### config.mk
export PLATFORM = sky130hd
export DESIGN_NAME = sap1_loader_flat
export DESIGN_NICKNAME = d
export VERILOG_FILES = /design/src/rtl/sap1_loader_if.sv /design/src/rtl/sap1_loader.sv /design/src/flat_wrapper.sv
export SDC_FILE = /design/constraint.sdc
export NUM_CORES = 1
export LEC_CHECK = 0
export CAP_MARGIN = 10
export CORE_AREA = 10 10 60 62
export CTS_CLUSTER_DIAMETER = 50
export DETAILED_ROUTE_END_ITERATION = 10
export DIE_AREA = 0 0 70 72
export DONT_BUFFER_PORTS = 1
export HOLD_SLACK_MARGIN = 0.15
export PLACE_DENSITY = 0.72
export SYNTH_ARGS = -nofsm -noshare
export SYNTH_HDL_FRONTEND = slang
export SYNTH_SLANG_ARGS = --single-unit
### constraint.sdc
create_clock -name clk -period 1.6 [get_ports clk]
set_input_delay 0.32 -clock clk [delete_from_list [all_inputs] [get_ports clk]]
set_output_delay 0.32 -clock clk [all_outputs]
set_load 0.005 [all_outputs]
### src/rtl/sap1_loader_if.sv
// Byte-source and SAP-1 front-panel signals of sap1_loader.
// master: loader side; slave: byte source / SAP-1 side.
interface sap1_loader_if;
    logic       start;
    logic [7:0] in_data;
    logic       in_valid;
    logic       in_ready;
    logic       fp_clear;
    logic       fp_prog;
    logic       fp_write;
    logic [3:0] fp_adr;
    logic [7:0] fp_data;
    logic       busy;
    logic       done;
    logic       err;

    modport master (
        input  start, in_data, in_valid,
        output in_ready, fp_clear, fp_prog, fp_write, fp_adr, fp_data, busy, done, err
    );

    modport slave (
        output start, in_data, in_valid,
        input  in_ready, fp_clear, fp_prog, fp_write, fp_adr, fp_data, busy, done, err
    );
endinterface

### src/rtl/sap1_loader.sv
// Loads a 16-byte program into a SAP-1 through its front panel, then releases it to run.
// Optional macro LOADER_CHECKSUM_EN adds a 17th checksum byte verified before release.
module sap1_loader #(
    parameter int unsigned WRITE_CYCLES = 2,
    parameter int unsigned CLEAR_CYCLES = 4
) (
    input  logic          clk,
    input  logic          reset,
    sap1_loader_if.master bus
);

`ifdef LOADER_CHECKSUM_EN
    typedef enum logic [2:0] {
        StIdle, StWaitByte, StWrite, StSettle, StRelease, StCheck
    } state_t;
`else
    typedef enum logic [2:0] {
        StIdle, StWaitByte, StWrite, StSettle, StRelease
    } state_t;
`endif

    state_t     r_state, w_state;
    logic [3:0] r_cnt,   w_cnt;
    logic [3:0] r_adr,   w_adr;
    logic [7:0] r_data,  w_data;
    logic       r_write, w_write;
    logic       r_clear, w_clear;
    logic       r_prog,  w_prog;
    logic       r_ready, w_ready;
    logic       r_busy,  w_busy;
    logic       r_done,  w_done;
`ifdef LOADER_CHECKSUM_EN
    logic       r_err,   w_err;
    logic [7:0] r_sum,   w_sum;
    logic [7:0] w_total;
`endif

    always_comb begin
        w_state = r_state;
        w_cnt   = r_cnt;
        w_adr   = r_adr;
        w_data  = r_data;
        w_write = r_write;
        w_clear = r_clear;
        w_prog  = r_prog;
        w_ready = r_ready;
        w_busy  = r_busy;
        w_done  = 1'b0;
`ifdef LOADER_CHECKSUM_EN
        w_err   = r_err;
        w_sum   = r_sum;
        w_total = r_sum + bus.in_data;
`endif
        unique case (r_state)
            StIdle: begin
                if (bus.start) begin
                    w_state = StWaitByte;
                    w_adr   = 4'd0;
                    w_clear = 1'b1;
                    w_prog  = 1'b1;
                    w_ready = 1'b1;
                    w_busy  = 1'b1;
`ifdef LOADER_CHECKSUM_EN
                    w_err   = 1'b0;
                    w_sum   = 8'd0;
`endif
                end
            end
            StWaitByte: begin
                if (bus.in_valid && r_ready) begin
                    w_state = StWrite;
                    w_data  = bus.in_data;
                    w_write = 1'b1;
                    w_ready = 1'b0;
                    w_cnt   = 4'd0;
`ifdef LOADER_CHECKSUM_EN
                    w_sum   = w_total;
`endif
                end
            end
            StWrite: begin
                if (r_cnt == 4'(WRITE_CYCLES - 1)) begin
                    w_state = StSettle;
                    w_write = 1'b0;
                end else begin
                    w_cnt = r_cnt + 4'd1;
                end
            end
            StSettle: begin
                if (r_adr == 4'd15) begin
`ifdef LOADER_CHECKSUM_EN
                    w_state = StCheck;
                    w_ready = 1'b1;
`else
                    w_state = StRelease;
                    w_prog  = 1'b0;
                    w_cnt   = 4'd0;
`endif
                end else begin
                    w_state = StWaitByte;
                    w_adr   = r_adr + 4'd1;
                    w_ready = 1'b1;
                end
            end
            StRelease: begin
                if (r_cnt == 4'(CLEAR_CYCLES - 1)) begin
                    w_state = StIdle;
                    w_clear = 1'b0;
                    w_busy  = 1'b0;
                    w_done  = 1'b1;
                end else begin
                    w_cnt = r_cnt + 4'd1;
                end
            end
`ifdef LOADER_CHECKSUM_EN
            StCheck: begin
                if (bus.in_valid && r_ready) begin
                    w_ready = 1'b0;
                    w_prog  = 1'b0;
                    if (w_total == 8'd0) begin
                        w_state = StRelease;
                        w_cnt   = 4'd0;
                    end else begin
                        // Failed load keeps the SAP-1 held in clear until the next start.
                        w_state = StIdle;
                        w_busy  = 1'b0;
                        w_err   = 1'b1;
                    end
                end
            end
`endif
            default: w_state = StIdle;
        endcase
    end

    always_ff @(posedge clk) begin
        if (reset) begin
            r_state <= StIdle;
            r_cnt   <= 4'd0;
            r_adr   <= 4'd0;
            r_data  <= 8'd0;
            r_write <= 1'b0;
            r_clear <= 1'b0;
            r_prog  <= 1'b0;
            r_ready <= 1'b0;
            r_busy  <= 1'b0;
            r_done  <= 1'b0;
`ifdef LOADER_CHECKSUM_EN
            r_err   <= 1'b0;
            r_sum   <= 8'd0;
`endif
        end else begin
            r_state <= w_state;
            r_cnt   <= w_cnt;
            r_adr   <= w_adr;
            r_data  <= w_data;
            r_write <= w_write;
            r_clear <= w_clear;
            r_prog  <= w_prog;
            r_ready <= w_ready;
            r_busy  <= w_busy;
            r_done  <= w_done;
`ifdef LOADER_CHECKSUM_EN
            r_err   <= w_err;
            r_sum   <= w_sum;
`endif
        end
    end

    assign bus.in_ready = r_ready;
    assign bus.fp_clear = r_clear;
    assign bus.fp_prog  = r_prog;
    assign bus.fp_write = r_write;
    assign bus.fp_adr   = r_adr;
    assign bus.fp_data  = r_data;
    assign bus.busy     = r_busy;
    assign bus.done     = r_done;
`ifdef LOADER_CHECKSUM_EN
    assign bus.err      = r_err;
`else
    assign bus.err      = 1'b0;
`endif

endmodule

### src/flat_wrapper.sv
// flat-port wrapper written by rule: the top's interface ports become plain ports
module sap1_loader_flat 
#(
    parameter int unsigned WRITE_CYCLES = 2,
    parameter int unsigned CLEAR_CYCLES = 4
)
  (clk, reset, bus_start, bus_in_data, bus_in_valid, bus_in_ready, bus_fp_clear, bus_fp_prog, bus_fp_write, bus_fp_adr, bus_fp_data, bus_busy, bus_done, bus_err);
  sap1_loader_if bus_i ();
  input  logic clk;
  input  logic reset;
  input wire logic [$bits(bus_i.start)-1:0] bus_start;
  input wire logic [$bits(bus_i.in_data)-1:0] bus_in_data;
  input wire logic [$bits(bus_i.in_valid)-1:0] bus_in_valid;
  output wire logic [$bits(bus_i.in_ready)-1:0] bus_in_ready;
  output wire logic [$bits(bus_i.fp_clear)-1:0] bus_fp_clear;
  output wire logic [$bits(bus_i.fp_prog)-1:0] bus_fp_prog;
  output wire logic [$bits(bus_i.fp_write)-1:0] bus_fp_write;
  output wire logic [$bits(bus_i.fp_adr)-1:0] bus_fp_adr;
  output wire logic [$bits(bus_i.fp_data)-1:0] bus_fp_data;
  output wire logic [$bits(bus_i.busy)-1:0] bus_busy;
  output wire logic [$bits(bus_i.done)-1:0] bus_done;
  output wire logic [$bits(bus_i.err)-1:0] bus_err;
  assign bus_i.start = bus_start;
  assign bus_i.in_data = bus_in_data;
  assign bus_i.in_valid = bus_in_valid;
  assign bus_in_ready = bus_i.in_ready;
  assign bus_fp_clear = bus_i.fp_clear;
  assign bus_fp_prog = bus_i.fp_prog;
  assign bus_fp_write = bus_i.fp_write;
  assign bus_fp_adr = bus_i.fp_adr;
  assign bus_fp_data = bus_i.fp_data;
  assign bus_busy = bus_i.busy;
  assign bus_done = bus_i.done;
  assign bus_err = bus_i.err;
  sap1_loader #(.WRITE_CYCLES(WRITE_CYCLES), .CLEAR_CYCLES(CLEAR_CYCLES)) u_core (.clk(clk), .reset(reset), .bus(bus_i));
endmodule
==> metrics.md, run 1 <==
| Metric | Value |
|---|---|
| Post-synth top cells | 24 x dfxtp_1, 19 x nor2_1, 10 x mux2i_1 |
| Vias in the first global route | 1035 |
| CTS Sinks | 24 |
| Peak supply drop | 637 µV |
| Yosys warnings | 0 |
| Clk root buf | clkbuf_4 |
| Crit path capture type | flip-flop |
| Initial antenna violation count | 0 |
| #FFs+latches synth | 24 |
| Total GRT Usage | 11.2% |
| WL/cell | 17.0 µm |
| Sw power | 0.000297 W |
| Cells after Synth | 127 |
| Main area contributors after synthesis | dfxtp_1 41%, mux2i_1 8.6%, nor2_1 6.1% |
| PnR worst setup slack | 0.0583 ns |
| CTS tree | done |
| Boundary Pins | 31 |
| Inserted Diodes | 0 |
| Routability cong. | 0.832 |
| Fmax | 649 MHz |
| Input/output buffers | 0 |
| Grt total ovfl | 0 |
| Synth area leader | dfxtp_1 |
| Mapped Area | 1170 µm² |
| Nets@finish | 153 |
| Initial Utilization | 48.1% |
| Clock network fraction of design power | 34.4% |
| Critical path arrival | 1.79 ns |
| Pre-CTS WS | -0.0459 ns |
| Placed wire-length estimate | 2070 µm |
| Clock Path Buffers | 2 |
| Max_cap viols | 0 |
| Syn Area/Cell | 9.21 µm² |
| Die X | 70 µm |
| Critical path class | flip-flop to flip-flop |
| Worst hold slack | 0.0502 ns |
| Die H | 72 µm |
| DRC | 0 |
| HP Class | input port to flip-flop |
| Clock Latency Late Sink | 0.31 ns |
| Layout Cells excl Fill | 167 |
| First-pass GRT wire length | 4750 µm |
| Fin crit period | 1.54 ns |
| Crit-path max FO | 4 |
| Count leader, synth | dfxtp_1 |
| Post-DR vias/cell | 5.78 |
| Hold Fails Final Rpt | 0 |
| Largest net degree at the start of global routing | 23 |
| Worst EP required | 1.85 ns |
| Worst-path clk slew | 0.13 ns |
| Pwr Density | 927 nW/µm² |
| Slew Limit Fails | 0 |
| Net Count, Synth | 142 |
| Dpl cells | 163 |
| Pleak | 0.513 nW |
| Synth cell types | 43 |
| CP Launch Type | flip-flop |
| Post-synth top area share | 41.1% |
| Vias | 966 |
| EDFF count, synth | 0 |
| Setup violators final | 0 |
| Cell internal pwr | 0.000957 W |
| Async S/R FF share, synth | 0% |
| Remaining antenna violation count | 0 |
| Rows | 18 |
| Status | finished clean |
| Core Footprint | 2430 µm² |
| Switching fraction of total power | 23.7% |
| Initial DRC Count | 46 |
| DRT Pass-1 Iters | 4 |
| Final wirelength | 2840 µm |
| Share of cells above drive strength 1 | 28.5% |
| Inserted Clock Buffers | 3 |
| Htree depth | 1 |
| Fin Setup TNS | 0 ns |
| Post-layout util | 55.6% |
| Setup Skew | 0.0118 ns |
| RSZ-0062 raised after global routing | yes |
| Fin crit share | 96.4% |
| Power share of the combinational group | 13.8% |
| Post-synth top flop | dfxtp_1 |
| DIE AREA | 5040 µm² |
| Area grow syn2layout | 15.6% |
| Seq pwr share | 51.8% |
| Sequential-to-total area share from yosys stat | 41.1% |
## kinds of logic after synthesis
group	after synthesis	synth area share (%)
simple gates	55	27.1
flops	24	41.1
fa+ha+maj	3	3.21
xor+xnor	2	1.50
compound gates	23	14.0
mux	10	8.56
buf+inv	9	4.28
other cells	1	0.321
## worst max-delay path, stage by stage, from the launching register on
cell	delay, ns
dfxtp_2	0.38
ha_2	0.18
or3b_4	0.41
a21boi_2	0.15
buf_4	0.14
o31ai_1	0.06
a21oi_1	0.16
## area by class of cell
class,count,area (µm²)
clock buffer,3,22.5
clock inverter,1,30.0
fill,229,1080
inverter,2,7.51
multi-input combinational,94,671
sequential,24,487
tap,30,37.5
timing repair buffer,13,97.6
## metal layers
| layer | vias to the layer above | routed length, µm | track usage [%] |
|---|---|---|---|
| li1 | 469 | - | - |
| met1 | 443 | 1210 | 13.0 |
| met2 | 48 | 1250 | 16.8 |
| met3 | 6 | 317 | 4.49 |
| met4 | 0 | 56 | 6.80 |
| met5 | - | 0 | 0 |
## cells in the final DEF, fill, tap and decap left out, drive strengths merged
cell,synthesis,final
o21bai,1,1
bufinv,0,1
nor2b,2,2
a21boi,1,1
mux2i,10,10
o41ai,1,1
dfxtp,24,24
nor4,1,1
xnor2,1,1
nor3,7,7
o31ai,2,2
or3b,2,2
xor2,1,1
nand2b,1,1
conb,1,1
nor4b,2,2
or2,1,1
nor3b,2,2
nor2,20,20
and4bb,1,1
o21ai,2,2
a211o,1,1
nand4,3,3
and3b,1,1
buf,4,13
nand2,7,7
a21bo,1,1
a22oi,1,1
a22o,1,1
a21oi,11,11
ha,3,3
nand3,3,3
inv,2,2
clkbuf,3,3
or3,2,2
a311oi,1,1
## sequential cells by signal, indices dropped and copies added (netlist names)
register / flops
u_core.bus.done: 1
u_core.bus.fp_adr: 4
u_core.bus.fp_clear: 1
u_core.bus.fp_data: 8
u_core.bus.fp_prog: 1
u_core.bus.fp_write: 1
u_core.bus.in_ready: 1
u_core.r_cnt: 4
u_core.r_state: 3
## per-stage QoR
stage               instance area (µm²)  total power (W)
CTS                                1330          0.00126
finish                             1350          0.00125
global placement                   1270         0.000820
global route                       1350          0.00132
detailed placement                 1270         0.000826
floorplan                          1170         0.000784
## power groups by stage
stage / logic (W) / registers, W / clock network [W]
after global routing: 0.000191 / 0.000655 / 0.000473
final: 0.000173 / 0.000649 / 0.000432
after floorplan: 0.000131 / 0.000653 / 0
after global placement: 0.000159 / 0.000660 / 0
after detailed placement: 0.000166 / 0.000661 / 0
after CTS: 0.000168 / 0.000648 / 0.000446
## timing repair
item | CTS | global route
setup buffers | 0 | 0
endpoints found under the hold margin | 20 | 20
resized for setup | 4 | 8
endpoints found under the setup margin | 4 | 16
pin swaps | 0 | 6
## worst paths after layout
kind	to	slack, ns	from	depth (start not counted)
max	u_core.r_cnt[0]	0.06	u_core.r_cnt[0]	6
max reg2reg	u_core.r_cnt[0]	0.06	u_core.r_cnt[0]	6
min reg2reg	u_core.r_cnt[1]	0.52	u_core.r_cnt[1]	2
min	u_core.r_state[1]	0.05	reset	1
Power figures use the tool's default switching activity.
==> run 2: changes to the inputs <==
CTS_CLUSTER_DIAMETER = 150   (was 50)
PLACE_DENSITY = 0.7   (was 0.72)
clock period = 1.5 ns   (was 1.6 ns; I/O delays follow)
==> run 2 against run 1 <==
The run now ends with setup timing left. Die area unchanged. Count of clock-buffer cells in the layout increased by 1. Power increased by 1.4%. Critical path depth increased by 1. Final cell count increased by 7.8%. Sequential cell count unchanged. Highest routed layer unchanged. Clock skew decreased by 0.011 ns. Maximum frequency decreased by 4.0%. Setup slack got worse by 0.16 ns. Sequential power increased by 4.8%.
==> metrics.md, run 2 (same netlist as run 1, synthesis figures left out) <==
| Metric | Value |
|---|---|
| Status | complete, but fails checks |
| Violated checks | setup timing |
| Critical Path Most Common Cell | buf_4 |
| Nets@finish | 166 |
| Power share of the combinational group | 19.1% |
| Boundary Pins | 31 |
| HP Class | input port to flip-flop |
| Clock Latency Late Sink | 0.32 ns |
| Max_cap viols | 0 |
| Cell internal pwr | 0.000925 W |
| Setup Skew | 0.000869 ns |
| Initial Utilization | 48.1% |
| Fin crit share | 107% |
| Switching fraction of total power | 27.3% |
| Pre-CTS WS | -0.121 ns |
| Slowest cell on the critical path | or3b_4 |
| Worst-path clk slew | 0.13 ns |
| Core Footprint | 2430 µm² |
| Final Power | 0.00127 W |
| Worst r2r src | u_core.r_cnt[1] |
| Input/output buffers | 0 |
| Largest net degree at the start of global routing | 23 |
| Critical path class | flip-flop to flip-flop |
| Htree depth | 1 |
| Inserted Clock Buffers | 3 |
| Clock network fraction of design power | 27.4% |
| Crit path capture type | flip-flop |
| Layout Cells excl Fill | 180 |
| RSZ-0062 raised after global routing | yes |
| Grt total ovfl | 0 |
| Slew Limit Fails | 0 |
| Dpl cell area | 1310 µm² |
| Crit path launch | u_core.r_cnt[1] |
| Area grow syn2layout | 27.9% |
| Die X | 70 µm |
| Final wirelength | 3260 µm |
| Clk root buf | clkbuf_4 |
| Commonest non-fill, non-tap cell in the layout | buf_4 |
| Rows | 18 |
| Initial antenna violation count | 0 |
| Hold wc startpoint | reset |
| DRT Pass-1 Iters | 4 |
| Remaining antenna violation count | 0 |
| Sw power | 0.000346 W |
| CP Launch Type | flip-flop |
| Initial DRC Count | 56 |
| Dpl cells | 168 |
| Fin crit period | 1.61 ns |
| Vias in the first global route | 1004 |
| Worst-path cell chain | buf_4 -> ha_4 -> or3b_4 -> a21boi_4 -> buf_4 -> o41ai_2 -> a21oi_1 |
| DIE AREA | 5040 µm² |
| Routability cong. | 0.924 |
| Vias | 1031 |
| Setup violators final | 5 |
| Peak supply drop | 675 µV |
| Die H | 72 µm |
| Share of cells above drive strength 1 | 37.3% |
| Total GRT Usage | 11.5% |
| Pwr Density | 849 nW/µm² |
| Inserted Diodes | 0 |
| Crit-path max FO | 3 |
| Worst EP required | 1.77 ns |
| Final-layout fill cell count | 216 |
| Final Cell Area | 1500 µm² |
| Placed wire-length estimate | 2190 µm |
| Pleak | 0.589 nW |
| WL/cell | 18.1 µm |
| PnR worst setup slack | -0.105 ns |
| Hold Fails Final Rpt | 0 |
| Max FFs per register | 8 |
| Critical path arrival | 1.87 ns |
| Post-DR vias/cell | 5.73 |
| Slowest stage delay, CP | 0.41 ns |
| Clock Path Buffers | 2 |
| First-pass GRT wire length | 4840 µm |
| CTS Sinks | 24 |
| Seq pwr share | 53.5% |
| DRC | 0 |
| CTS tree | done |
| Fmax | 623 MHz |
| Leading cell types in the layout, fill and taps excluded | 23 x buf_4, 19 x nor2_1, 19 x dfxtp_1, 9 x mux2i_1, 8 x a21oi_1 |
run 2: cell types whose count changed in the layout (fill, tap and decap cells not counted), moves of 2 or more:
cell | previous run | this run
dfxtp_2 | 5 | 1
ha_2 | 2 | 0
ha_4 | 0 | 2
dfxtp_4 | 0 | 4
buf_4 | 13 | 23
run 2: through the flow:
step	hold slack, ns	util [%]	TNS, ns
after floorplan	0.447	-	-0.0149
after global placement	0.372	54.0	-0.0462
after detailed placement	0.377	54.0	-0.512
after CTS	0.0124	59.1	-0.211
after global routing	0.00935	61.5	-0.777
final	0.0174	61.5	-0.337
run 2: final timing paths:
| check | end | slack (ns) | cells past startpoint |
|---|---|---|---|
| worst max-delay path | u_core.r_cnt[2] | -0.11 | 7 |
| worst min-delay path | u_core.r_cnt[0] | 0.02 | 1 |
| worst max register to register | u_core.r_cnt[2] | -0.11 | 7 |
| worst min register to register | u_core.bus.fp_prog | 0.53 | 2 |
run 2: layout make-up:
class	count	area (µm²)	area share, %
Multi-Input combinational cell	95	729	48.7
Sequential cell	24	497	33.2
Timing Repair Buffer	25	189	12.6
Tap cell	30	37.5	2.51
Clock buffer	4	36.3	2.42
Inverter	2	7.51	0.502
run 2: worst max-delay path: cells and delay by family (launching register included):
family | cells | cell delay [ns]
fa+ha+maj | 1 | 0.13
flops | 1 | 0.36
buf+inv | 2 | 0.26
compound gates | 3 | 0.39
simple gates | 1 | 0.41
run 2: metal layers:
layer	routed length (µm)	vias to the layer above	global-route usage, %
met2	1590	47	19.9
li1	-	499	-
met4	37	0	3.29
met1	1320	481	13.0
met3	301	4	4.08
met5	0	-	0
run 2: power groups by stage:
| stage | Clock (W) | Sequential, W | Combinational [W] |
|---|---|---|---|
| final | 0.000348 | 0.000680 | 0.000242 |
| after global placement | 0 | 0.000698 | 0.000197 |
| after CTS | 0.000353 | 0.000685 | 0.000212 |
| after global routing | 0.000375 | 0.000685 | 0.000261 |
| after floorplan | 0 | 0.000697 | 0.000141 |
| after detailed placement | 0 | 0.000699 | 0.000207 |
run 2: what timing repair did:
action | 4_1_cts | 5_1_grt
endpoints found under the hold margin | 20 | 20
buffers inserted | 5 | 2
endpoints found under the setup margin | 16 | 14
gates cloned | 0 | 1
pin swaps | 7 | 3
resized for setup | 14 | 8
==> run 3: changes to the inputs <==
SETUP_SLACK_MARGIN = 0.05   (was not set)
==> run 3 against run 2 <==
The flow still finishes with violations (setup timing). Sequential share of layout area down 0.056 points. Register-to-register slack better by 0.05 ns. Core utilization down 0.21 points. Routed wire length down 4.0%. Critical path type unchanged. Maximum frequency up 2.9%. Design area down 0.33%. Sequential cell count unchanged. Die area unchanged. Power up 0.84%. Highest routed layer unchanged. Final cell count down 2.2%.
==> metrics.md, run 3 (same netlist as run 1, synthesis figures left out) <==
| Metric | Value |
|---|---|
| Status | complete, but fails checks |
| Violated checks | setup timing |
| Initial Utilization | 48.1% |
| First-pass GRT wire length | 4880 µm |
| HP Class | input port to flip-flop |
| Post-DR vias/cell | 5.74 |
| Vias | 1010 |
| Routability cong. | 0.873 |
| Share of cells above drive strength 1 | 37.7% |
| Final-layout fill cell count | 212 |
| Pre-CTS WS | -0.114 ns |
| Die H | 72 µm |
| PnR worst setup slack | -0.0602 ns |
| Leading cell types in the layout, fill and taps excluded | 19 x nor2_1, 19 x dfxtp_1, 18 x buf_4, 10 x mux2i_1 |
| Largest delay share family, worst path | simple AND/OR/NAND/NOR gates |
| Nets@finish | 162 |
| Max_cap viols | 0 |
| Slowest stage delay, CP | 0.40 ns |
| Inserted Clock Buffers | 3 |
| Pleak | 0.568 nW |
| Vias in the first global route | 965 |
| DRT Pass-1 Iters | 4 |
| Core Footprint | 2430 µm² |
| Fin Setup TNS | -0.214 ns |
| Clock Latency Late Sink | 0.32 ns |
| Dpl cells | 163 |
| Boundary Pins | 31 |
| Total GRT Usage | 11.8% |
| Remaining antenna violation count | 0 |
| Grt total ovfl | 0 |
| Final Power | 0.00128 W |
| DRC | 0 |
| Sequential cell area | 494 µm² |
| Worst hold slack | 0.0164 ns |
| Area taken by multi-input logic gates | 747 µm² |
| Critical path class | flip-flop to flip-flop |
| Fin crit period | 1.56 ns |
| Htree depth | 1 |
| Bufs and invs on worst path | 1 |
| Initial antenna violation count | 0 |
| Clk root buf | clkbuf_4 |
| RSZ-0062 raised after global routing | yes |
| Hold Fails Final Rpt | 0 |
| Rows | 18 |
| Clock Path Buffers | 2 |
| Max FFs per register | 8 |
| Worst-path clk slew | 0.13 ns |
| DIE AREA | 5040 µm² |
| Pwr Density | 859 nW/µm² |
| Slowest cell on the critical path | dfxtp_4 |
| Die X | 70 µm |
| Slew Limit Fails | 0 |
| Final wirelength | 3120 µm |
| Crit path capture type | flip-flop |
| Crit-path max FO | 4 |
| Input/output buffers | 0 |
| Inserted Diodes | 0 |
| Area grow syn2layout | 27.5% |
| CTS tree | done |
| Fin crit share | 104% |
| Placed wire-length estimate | 2010 µm |
| WL/cell | 17.8 µm |
| Worst-path cell chain | inv_2 -> ha_2 -> and4bb_2 -> a22o_4 -> nor3_2 -> a311oi_1 |
| Layout Cells excl Fill | 176 |
| Critical path arrival | 1.77 ns |
| Largest net degree at the start of global routing | 23 |
| Worst EP required | 1.71 ns |
| Setup Skew | 0.00269 ns |
| Reg2reg setup slack | -0.06 ns |
| CTS Sinks | 24 |
| Setup violators final | 5 |
| CP Launch Type | flip-flop |
| Initial DRC Count | 62 |
| Peak supply drop | 903 µV |
| Fmax | 641 MHz |
[run 3: metrics by stage]
stage	utilization (%)	area, µm²
3_5_place_dp	52.5	1280
5_1_grt	61.3	1490
3_3_place_gp	52.5	1280
6_report	61.3	1490
4_1_cts	58.0	1410
2_1_floorplan	-	1180
[run 3: path summary, 6_finish.rpt]
kind | from | end | cells after the start
worst max register to register | u_core.r_cnt[1] | u_core.r_cnt[3] | 6
worst min register to register | u_core.r_cnt[3] | u_core.r_cnt[3] | 1
worst max-delay path | u_core.r_cnt[1] | u_core.r_cnt[3] | 6
worst min-delay path | reset | u_core.r_state[2] | 1
[run 3: final cells by class]
cell class	instances	area share [%]
repair buffers	21	11.3
clock buffers	4	2.43
multi-input cells	95	50.1
inverters	2	0.503
well taps	30	2.52
flip-flops and latches	24	33.1
[run 3: repair_timing]
| item | 4_1_cts | 5_1_grt |
|---|---|---|
| setup buffers | 6 | 2 |
| pin swaps | 12 | 8 |
| setup endpoints to repair | 17 | 17 |
| endpoints found under the hold margin | 20 | 20 |
| gates resized for setup | 12 | 14 |
| cloned | 1 | 0 |
[run 3: routing by layer]
metal	wire (µm)	global-route usage (%)	up-vias
met3	254	4.49	5
met2	1560	19.1	36
met1	1270	13.8	480
met5	0	0	-
li1	-	-	489
met4	39	4.61	0
[run 3: where the power goes]
part | leakage (nW) | internal (W) | total, W | switching, W
registers | 0.198 | 0.000657 | 0.000678 | 0.0000205
clock network | 0.0210 | 0.000149 | 0.000351 | 0.000202
logic | 0.349 | 0.000124 | 0.000253 | 0.000129
total | 0.568 | 0.000930 | 0.00128 | 0.000352
